$ cat src/rtl/dispatch_pkg.sv
`default_nettype none
// ============================================================================
//  Module   : dispatch_pkg
//  Brief    : Shared widths, defaults and the broadcast-bit position.
//  Revision : 1.0
// ============================================================================
package dispatch_pkg;

    localparam int DEF_INS_W  = 16;
    localparam int DEF_PAY_W  = 12;
    localparam int DEF_NUM_CH = 4;
    localparam int DEF_DEPTH  = 2;

    // Broadcast flag sits this many bits below INS_W (i.e. the MSB).
    localparam int BCAST_MSB_OFFSET = 1;

    function automatic int sel_width(input int num_ch);
        return $clog2(num_ch);
    endfunction

    function automatic int cnt_width(input int depth);
        return $clog2(depth) + 1;
    endfunction

endpackage
`default_nettype wire

$ cat src/rtl/dispatch_fifo.sv
`default_nettype none
// ============================================================================
//  Module   : dispatch_fifo
//  Brief    : Single-clock FIFO with occupancy count and zero-when-empty head.
//  Revision : 1.0
// ============================================================================
module dispatch_fifo
    import dispatch_pkg::*;
#(
    parameter int PAY_W = DEF_PAY_W,
    parameter int DEPTH = DEF_DEPTH,
    localparam int CNT_W = cnt_width(DEPTH),
    localparam int PTR_W = CNT_W - 1
) (
    input  logic             clk,
    input  logic             rst_n,
    input  logic             push,
    input  logic             pop,
    input  logic [PAY_W-1:0] wr_data,
    output logic [PAY_W-1:0] head,
    output logic [CNT_W-1:0] count,
    output logic             full,
    output logic             not_empty
);

    logic [PAY_W-1:0] mem [DEPTH];
    logic [PTR_W-1:0] wr_ptr;
    logic [PTR_W-1:0] rd_ptr;
    logic             do_push;
    logic             do_pop;

    assign full      = (count == CNT_W'(DEPTH));
    assign not_empty = (count != '0);
    // A full FIFO refuses pushes even when it is popped in the same cycle.
    assign do_push   = push && !full;
    assign do_pop    = pop && not_empty;
    assign head      = not_empty ? mem[rd_ptr] : '0;

    always_ff @(posedge clk or negedge rst_n) begin
        if (!rst_n) begin
            wr_ptr <= '0;
            rd_ptr <= '0;
            count  <= '0;
        end else begin
            if (do_push) wr_ptr <= wr_ptr + PTR_W'(1);
            if (do_pop)  rd_ptr <= rd_ptr + PTR_W'(1);
            case ({do_push, do_pop})
                2'b10:   count <= count + CNT_W'(1);
                2'b01:   count <= count - CNT_W'(1);
                default: count <= count;
            endcase
        end
    end

    always_ff @(posedge clk) begin
        if (do_push) mem[wr_ptr] <= wr_data;
    end

endmodule
`default_nettype wire

$ cat src/rtl/ins_dispatch.sv
`default_nettype none
// ============================================================================
//  Module   : ins_dispatch
//  Brief    : Decodes a channel select and queues payloads into per-channel
//             FIFOs. Define BROADCAST_EN to enable MSB-flagged broadcast.
//  Revision : 1.0
// ============================================================================
module ins_dispatch
    import dispatch_pkg::*;
#(
    parameter int INS_W  = DEF_INS_W,
    parameter int PAY_W  = DEF_PAY_W,
    parameter int NUM_CH = DEF_NUM_CH,
    parameter int DEPTH  = DEF_DEPTH,
    localparam int SEL_W = sel_width(NUM_CH),
    localparam int CNT_W = cnt_width(DEPTH)
) (
    input  logic                    clk,
    input  logic                    rst_n,
    input  logic [INS_W-1:0]        in_ins,
    input  logic                    in_valid,
    output logic                    in_ready,
    output logic [NUM_CH*PAY_W-1:0] out_data,
    output logic [NUM_CH-1:0]       out_valid,
    input  logic [NUM_CH-1:0]       out_ready,
    output logic [NUM_CH*CNT_W-1:0] fill
);

    logic [SEL_W-1:0]  sel;
    logic [NUM_CH-1:0] full;
    logic              accept;
    logic              is_bcast;
    logic              unused_ins;

    assign sel        = in_ins[PAY_W +: SEL_W];
    assign unused_ins = ^in_ins;

`ifdef BROADCAST_EN
    assign is_bcast = in_ins[INS_W-BCAST_MSB_OFFSET];
    assign in_ready = is_bcast ? ~|full : ~full[sel];
`else
    assign is_bcast = 1'b0;
    assign in_ready = ~full[sel];
`endif

    assign accept = in_valid && in_ready;

    genvar c;
    generate
        for (c = 0; c < NUM_CH; c++) begin : g_ch
            logic push;
            assign push = accept && (is_bcast || (sel == SEL_W'(c)));

            dispatch_fifo #(
                .PAY_W (PAY_W),
                .DEPTH (DEPTH)
            ) u_fifo (
                .clk       (clk),
                .rst_n     (rst_n),
                .push      (push),
                .pop       (out_ready[c]),
                .wr_data   (in_ins[PAY_W-1:0]),
                .head      (out_data[c*PAY_W +: PAY_W]),
                .count     (fill[c*CNT_W +: CNT_W]),
                .full      (full[c]),
                .not_empty (out_valid[c])
            );
        end
    endgenerate

endmodule
`default_nettype wire
$ cat config.mk
export PLATFORM = sky130hd
export DESIGN_NAME = ins_dispatch
export DESIGN_NICKNAME = d
export VERILOG_FILES = /design/src/rtl/dispatch_pkg.sv /design/src/rtl/dispatch_fifo.sv /design/src/rtl/ins_dispatch.sv
export SDC_FILE = /design/constraint.sdc
export NUM_CORES = 1
export LEC_CHECK = 0
export ABC_AREA = 1
export CAP_MARGIN = 25
export CORE_ASPECT_RATIO = 0.6
export CORE_MARGIN = 2
export CORE_UTILIZATION = 49
export CTS_BUF_LIST = sky130_fd_sc_hd__clkbuf_4 sky130_fd_sc_hd__clkbuf_8
export CTS_CLUSTER_DIAMETER = 200
export DETAILED_ROUTE_END_ITERATION = 16
export GPL_TIMING_DRIVEN = 0
export PLACE_DENSITY = 0.79
export SLEW_MARGIN = 40
export SYNTH_ARGS = -nofsm -noshare
export SYNTH_HDL_FRONTEND = slang
export SYNTH_SLANG_ARGS = --single-unit
$ cat constraint.sdc
create_clock -name clk -period 1.6 [get_ports clk]
set_input_delay 0.48 -clock clk [delete_from_list [all_inputs] [get_ports clk]]
set_output_delay 0.48 -clock clk [all_outputs]
set_load 0.02 [all_outputs]
# [Word-level counts from Yosys, hierarchy flattened]
# Memory sizes are Yosys's and may differ from the RTL's.
# Cells that the tools add are included.
[classes] addsub=16 n_lt_le_gt_ge=1 eq_ne=15 muxes=18 bitwise_logic=1 reduce_logical=26
[op_table] operator="$mux 12" count=4
[op_table] operator="$eq 2x2->1 const B" count=10
[op_table] operator="$pmux 2 s2" count=4
[op_table] operator="$reduce_bool 2->1" count=8
[op_table] operator="$logic_and 1x1->1" count=13
[op_table] operator="$eq 2x1->1 const B" count=5
[op_table] operator="$mux 1" count=9
[op_table] operator="$add 1x1->1 const B" count=8
[op_table] operator="$add 2x1->2 const B" count=4
[op_table] operator="$sub 2x1->2 const B" count=4
[op_table] operator="$logic_not 1->1" count=4
[op_table] operator="$lt 2x3->1 const B" count=1
[op_table] operator="$bmux 1 s2" count=1
[op_table] operator="$logic_not 2->1" count=1
[op_table] operator="$not 1->1" count=1
[word_totals] register_bits=16 mem_bits_rw=96 input_bits=23 out_inout_bits=61 word_cells=93 memories=4
[memory_table] memory="g_ch[0].u_fifo.mem" words=2 word_bits=12 rd=1 rd_clocked_by_memory_dff=0 wr=1 line_no="dispatch_fifo.sv:26" rtl="logic [PAY_W-1:0] mem [DEPTH];"
[memory_table] memory="g_ch[1].u_fifo.mem" words=2 word_bits=12 rd=1 rd_clocked_by_memory_dff=0 wr=1 line_no="dispatch_fifo.sv:26"
[memory_table] memory="g_ch[2].u_fifo.mem" words=2 word_bits=12 rd=1 rd_clocked_by_memory_dff=0 wr=1 line_no="dispatch_fifo.sv:26"
[memory_table] memory="g_ch[3].u_fifo.mem" words=2 word_bits=12 rd=1 rd_clocked_by_memory_dff=0 wr=1 line_no="dispatch_fifo.sv:26"

# [Longest topological paths before layout]
[logic_depth] word_depth=9 depth_mapped=10 ltp_nobuf=10

# [By module]
# Synthesis repeated with hierarchy kept, for this count alone.
[hier_totals] cells_unflattened=405 area_unflattened_um2=4623.2
[by_module_without_submodules] module="dispatch_fifo at g_ch[0].u_fifo ..." n_inst=3 cells_per_inst=96 area_per_inst_um2=1118.6 seq_area_each_um2=820.8
[by_module_without_submodules] module="dispatch_fifo at g_ch[1].u_fifo" n_inst=1 cells_per_inst=96 area_per_inst_um2=1166.1 seq_area_each_um2=820.8
[by_module_without_submodules] module="ins_dispatch" n_inst=1 cells_per_inst=21 area_per_inst_um2=101.3 seq_area_each_um2=0.0

# [Least setup slack after synthesis]
# Ideal clock, no wire load.
[synth_timing] kind="reg2reg" start="register g_ch[0].u_fifo.count[1]" end="memory g_ch[0].u_fifo.mem[1][0] (netlist bit) (enable)" setup_time_ns=0.380 arrival_time_ns=1.620 required_time_ns=1.220 slack_ns=-0.401 stages_incl_launch_ff=8 path_buffers=0 period_less_slack_ns=2.001 path_cell_list="dfrtp_1 inv_1 nor2_1 nand2_1 nand2_2 nor2_8 nand3_2 nor2_1"
[synth_between] elab_chain_cells=9 elab_cells_between_ends=10 classes_between="eq/ne: 1; mux: 4; bitwise: 1; reduce/logical: 4"
[synth_rtl] item="start: declaration" line_no="dispatch_fifo.sv:21" rtl="output logic [CNT_W-1:0] count,"
[synth_rtl] item="start signal: assignment" line_no="dispatch_fifo.sv:48" rtl="2'b10: count <= count + CNT_W'(1);"
[synth_rtl] item="start signal: assignment" line_no="dispatch_fifo.sv:49" rtl="2'b01: count <= count - CNT_W'(1);"
[synth_rtl] item="start signal: assignment" line_no="dispatch_fifo.sv:50" rtl="default: count <= count;"
[synth_rtl] item="$eq 2x2->1" line_no="dispatch_fifo.sv:32" rtl="assign full = (count == CNT_W'(DEPTH));"
[synth_rtl] item="$bmux 1 s2" line_no="ins_dispatch.sv:43" rtl="assign in_ready = ~full[sel];"
[synth_rtl] item="$mux 1 (implied by the code)" line_no="ins_dispatch.sv:43"
[synth_rtl] item="$not 1->1" line_no="ins_dispatch.sv:43"
[synth_rtl] item="via in_ready" line_no="ins_dispatch.sv:22" rtl="output logic in_ready,"
[synth_rtl] item="$logic_and 1x1->1" line_no="ins_dispatch.sv:46" rtl="assign accept = in_valid && in_ready;"
[synth_rtl] item="$logic_and 1x1->1" line_no="ins_dispatch.sv:52" rtl="assign push = accept && (is_bcast || (sel == SEL_W'(c)));"
[synth_rtl] item="$logic_and 1x1->1" line_no="dispatch_fifo.sv:35" rtl="assign do_push = push && !full;"
[synth_rtl] item="$mux 1" line_no="dispatch_fifo.sv:56" rtl="if (do_push) mem[wr_ptr] <= wr_data;"
[synth_rtl] item="$mux 1 (implied by the code)" line_no="dispatch_fifo.sv:56"
[synth_rtl] item="end: declaration" line_no="dispatch_fifo.sv:26"
# The timed path passes the listed nets, and every way through them passes these cells. The select of a mux whose other input is x is not followed.

# [Worst setup path in the final report]
[layout_timing] start="register g_ch[1].u_fifo.rd_ptr" end="output out_data[20]"
[layout_between] elab_chain_cells=2
[layout_rtl] item="start: declaration" line_no="dispatch_fifo.sv:28" rtl="logic [PTR_W-1:0] rd_ptr;"
[layout_rtl] item="start signal: assignment" line_no="dispatch_fifo.sv:46" rtl="if (do_pop) rd_ptr <= rd_ptr + PTR_W'(1);"
[layout_rtl] item="$mem_v2 2x12"
[layout_rtl] item="$mux 12" line_no="dispatch_fifo.sv:37" rtl="assign head = not_empty ? mem[rd_ptr] : '0;"
[layout_rtl] item="end: declaration" line_no="ins_dispatch.sv:23" rtl="output logic [NUM_CH*PAY_W-1:0] out_data,"
# Every way passes these cells.

==> impl_metrics.yaml <==
sta:
  fin_ws_ps: -414
  holdWs_ps: 16.9
  fmax_mhz: 496
  rsz0062_at_grt: "true"
  fin_crit_ps: 2010
  hold_viol: 0
  tns_ps: -39540
  relSlewSlack_pct: 67.8
  finalSetupViolations: 161
  min_period_over_period_pct: 126
  worst_slew_pin_slew_ps: 482
  slew_viol_final: 0
  skew_ps: 13.3
run_status:
  violations: "negative setup slack"
  outcome: "complete, but fails checks"
pwr:
  pwr_density_cell_mw_per_mm2: 1980
  leakage_nw: 2.88
  vdd_drop_max_mv: 1.21
  power.total_mw: 14.5
place:
  place_congestion: 0.852
  dp_hpwl_um: 6580
  port_buffers: 80
  pre_cts_ws_ps: -1190
clock_network:
  cts_made_buffers: 9
  htreeDepth: 3
  cts_num_sinks: 112
  cts_tree: "yes"
  postCtsHoldBufs: 0
  path_clk_slew_ps: 100
  cts-root-buf: "clkbuf_8"
  clock_path_buffers: 2
  clkLatencyLatePin_ps: 390
yosys:
  synth_cell_types: 18
  synth_fp_nets: 394
  ys.warnings.count: 0
  syn_area_mm2: 0.00449
  syn_inst: 367
  ys_ff_latch: 112
  syn_avg_cell_area_um2: 12.2
  ys_seq_area_share_pct: 73.2
worst_setup_path:
  critical_path.startpoint_type: "flop"
  cp.required_ps: 1120
  worstSetupEndpointType: "output port"
  cp-startpoint: "g_ch[1].u_fifo.rd_ptr"
  cp.depth: 5
  rr_endpoint: "g_ch[3].u_fifo.mem[0][0]"
  crit_fanout: 5
  path_class: "flop to output port"
  timing.rr.start: "g_ch[0].u_fifo.count[1]"
  cp_slowest_cell: "dfrtp_1"
  worstRegToRegCells: 10
  crit_path_cell_trace: "inv_2 > clkbuf_16 > nand2_4 > a21oi_4 > buf_6"
  cpPeakStageDelay_ps: 440
  worstPathArrival_ps: 1530
  path_delay_family: "buffers and inverters"
  r2r_setup_slack_ps: -330
  critical_path_buf_inv_count: 3
global_routing:
  grt_pass1_wl_um: 17800
  grt_pass1_vias: 3368
  grt_overflow: 0
  antenna_found_initial: 0
  grt_max_degree: 17
  grt_use_total_pct: 24.4
floorplanning:
  io_pins: 84
  die_w_um: 128
  dieArea_mm2: 0.00996
  rows: 26
  start_util_pct: 51.6
  fp.coreArea_mm2: 0.00869
  die_height_um: 78.1
final_layout:
  area.growth.synth_to_final_pct: 63.7
  final_net_count: 556
  final_common_cell: "edfxtp_1"
  layout-drive-gt1-share_pct: 58.6
  diodes: 0
  final_cell_mix: "edfxtp_1, nand2_1, buf_6, buf_4, a21oi_2"
routing:
  drtIter0Drc: 265
  wirelength_um: 13700
  num_vias: 3518
  dr.pass1.iters: 5
  antenna_left: 0
  viasPerCell: 5.45
  drc: 0
  drt-wirelength-per-cell_um: 21.2
run:
  drv_cap: 0
hold_path:
  min_path_type: "primary input to async pin"
registers in the layout, indices dropped and copies added, names as in the netlist:
| register | flops |
|---|---|
| g_ch.u_fifo.mem | 96 |
| g_ch.u_fifo.count | 8 |
| g_ch.u_fifo.rd_ptr | 4 |
| g_ch.u_fifo.wr_ptr | 4 |
cell families after synthesis:
kind of cell    after synthesis  share of synthesized area, %
simple gates                139                          12.9
buf+inv                      44                          4.16
fa+ha+maj                     4                          1.12
xor+xnor                     12                          2.34
flops                       112                          73.2
compound gates               56                          6.25
metal layers:
layer / part of all wire (%) / routed length [um] / vias to the layer above / global-route usage [%]
met5: 0 / 0 / - / 0
met4: 2.2 / 307 / 0 / 8.79
met3: 7.6 / 1040 / 38 / 6.20
met2: 51 / 6960 / 199 / 40.1
met1: 39 / 5410 / 1715 / 31.8
li1: - / - / 1566 / -
synthesized netlist by cell type (all sizes together):
cell | n | area share, %
clkbuf | 8 | 0.67
buf | 9 | 1.2
nor2 | 20 | 2.1
inv | 27 | 2.3
nand2 | 111 | 9.4
nand3 | 4 | 0.89
o21ai | 4 | 0.45
xor2 | 8 | 1.6
a21oi | 52 | 5.8
ha | 4 | 1.1
dfrtp | 16 | 8.9
xnor2 | 4 | 0.78
nand4 | 4 | 0.56
edfxtp | 96 | 64
worst max-delay path by stage:
stage                                         end  slack, ps
after detailed placement                 in_ready      -1190
after floorplan           g_ch[2].u_fifo.count[1]       -200
final                                out_data[20]       -410
after global routing                 out_data[38]       -450
after global placement                   in_ready      -1170
after CTS                             out_data[7]       -350
what timing repair did:
item                       CTS  global route
setup buffers               42            27
cloned                       7             3
setup endpoints to repair  169           163
pin swaps                   26            40
gates resized for setup    446           102
worst reg2reg max path, stage by stage (launching register included):
cell	delay (ps)
dfrtp_2	460
inv_2	90
nor2_2	40
nand2_1	90
nand2_2	100
nor2_8	130
buf_12	160
buf_6	110
nand4_1	130
buf_6	200
clkinvlp_4	150
area by class of cell:
cell class,instances,area [um2]
flip-flops and latches,112,3290
inverters,27,136
repair inverters,4,30.0
plain buffers,13,184
fillers,417,1340
repair buffers,151,1620
well taps,112,140
clock inverters,4,45.0
clock buffers,12,146
multi-input cells,211,1750
power breakdown:
group	switching [mW]	leakage, nW	total, mW	internal, mW
registers	0.328	1.05	3.91	3.58
logic	4.63	1.73	8.95	4.33
clock network	0.895	0.104	1.67	0.770
per-stage QoR:
stage	utilization [%]	instance area, um2	instances
after floorplan	-	4790	367
after global placement	66.0	5740	559
after detailed placement	66.0	5740	559
after CTS	77.2	6710	620
after global routing	84.6	7340	646
final	84.6	7340	646
(Power assumes the default switching activity.)
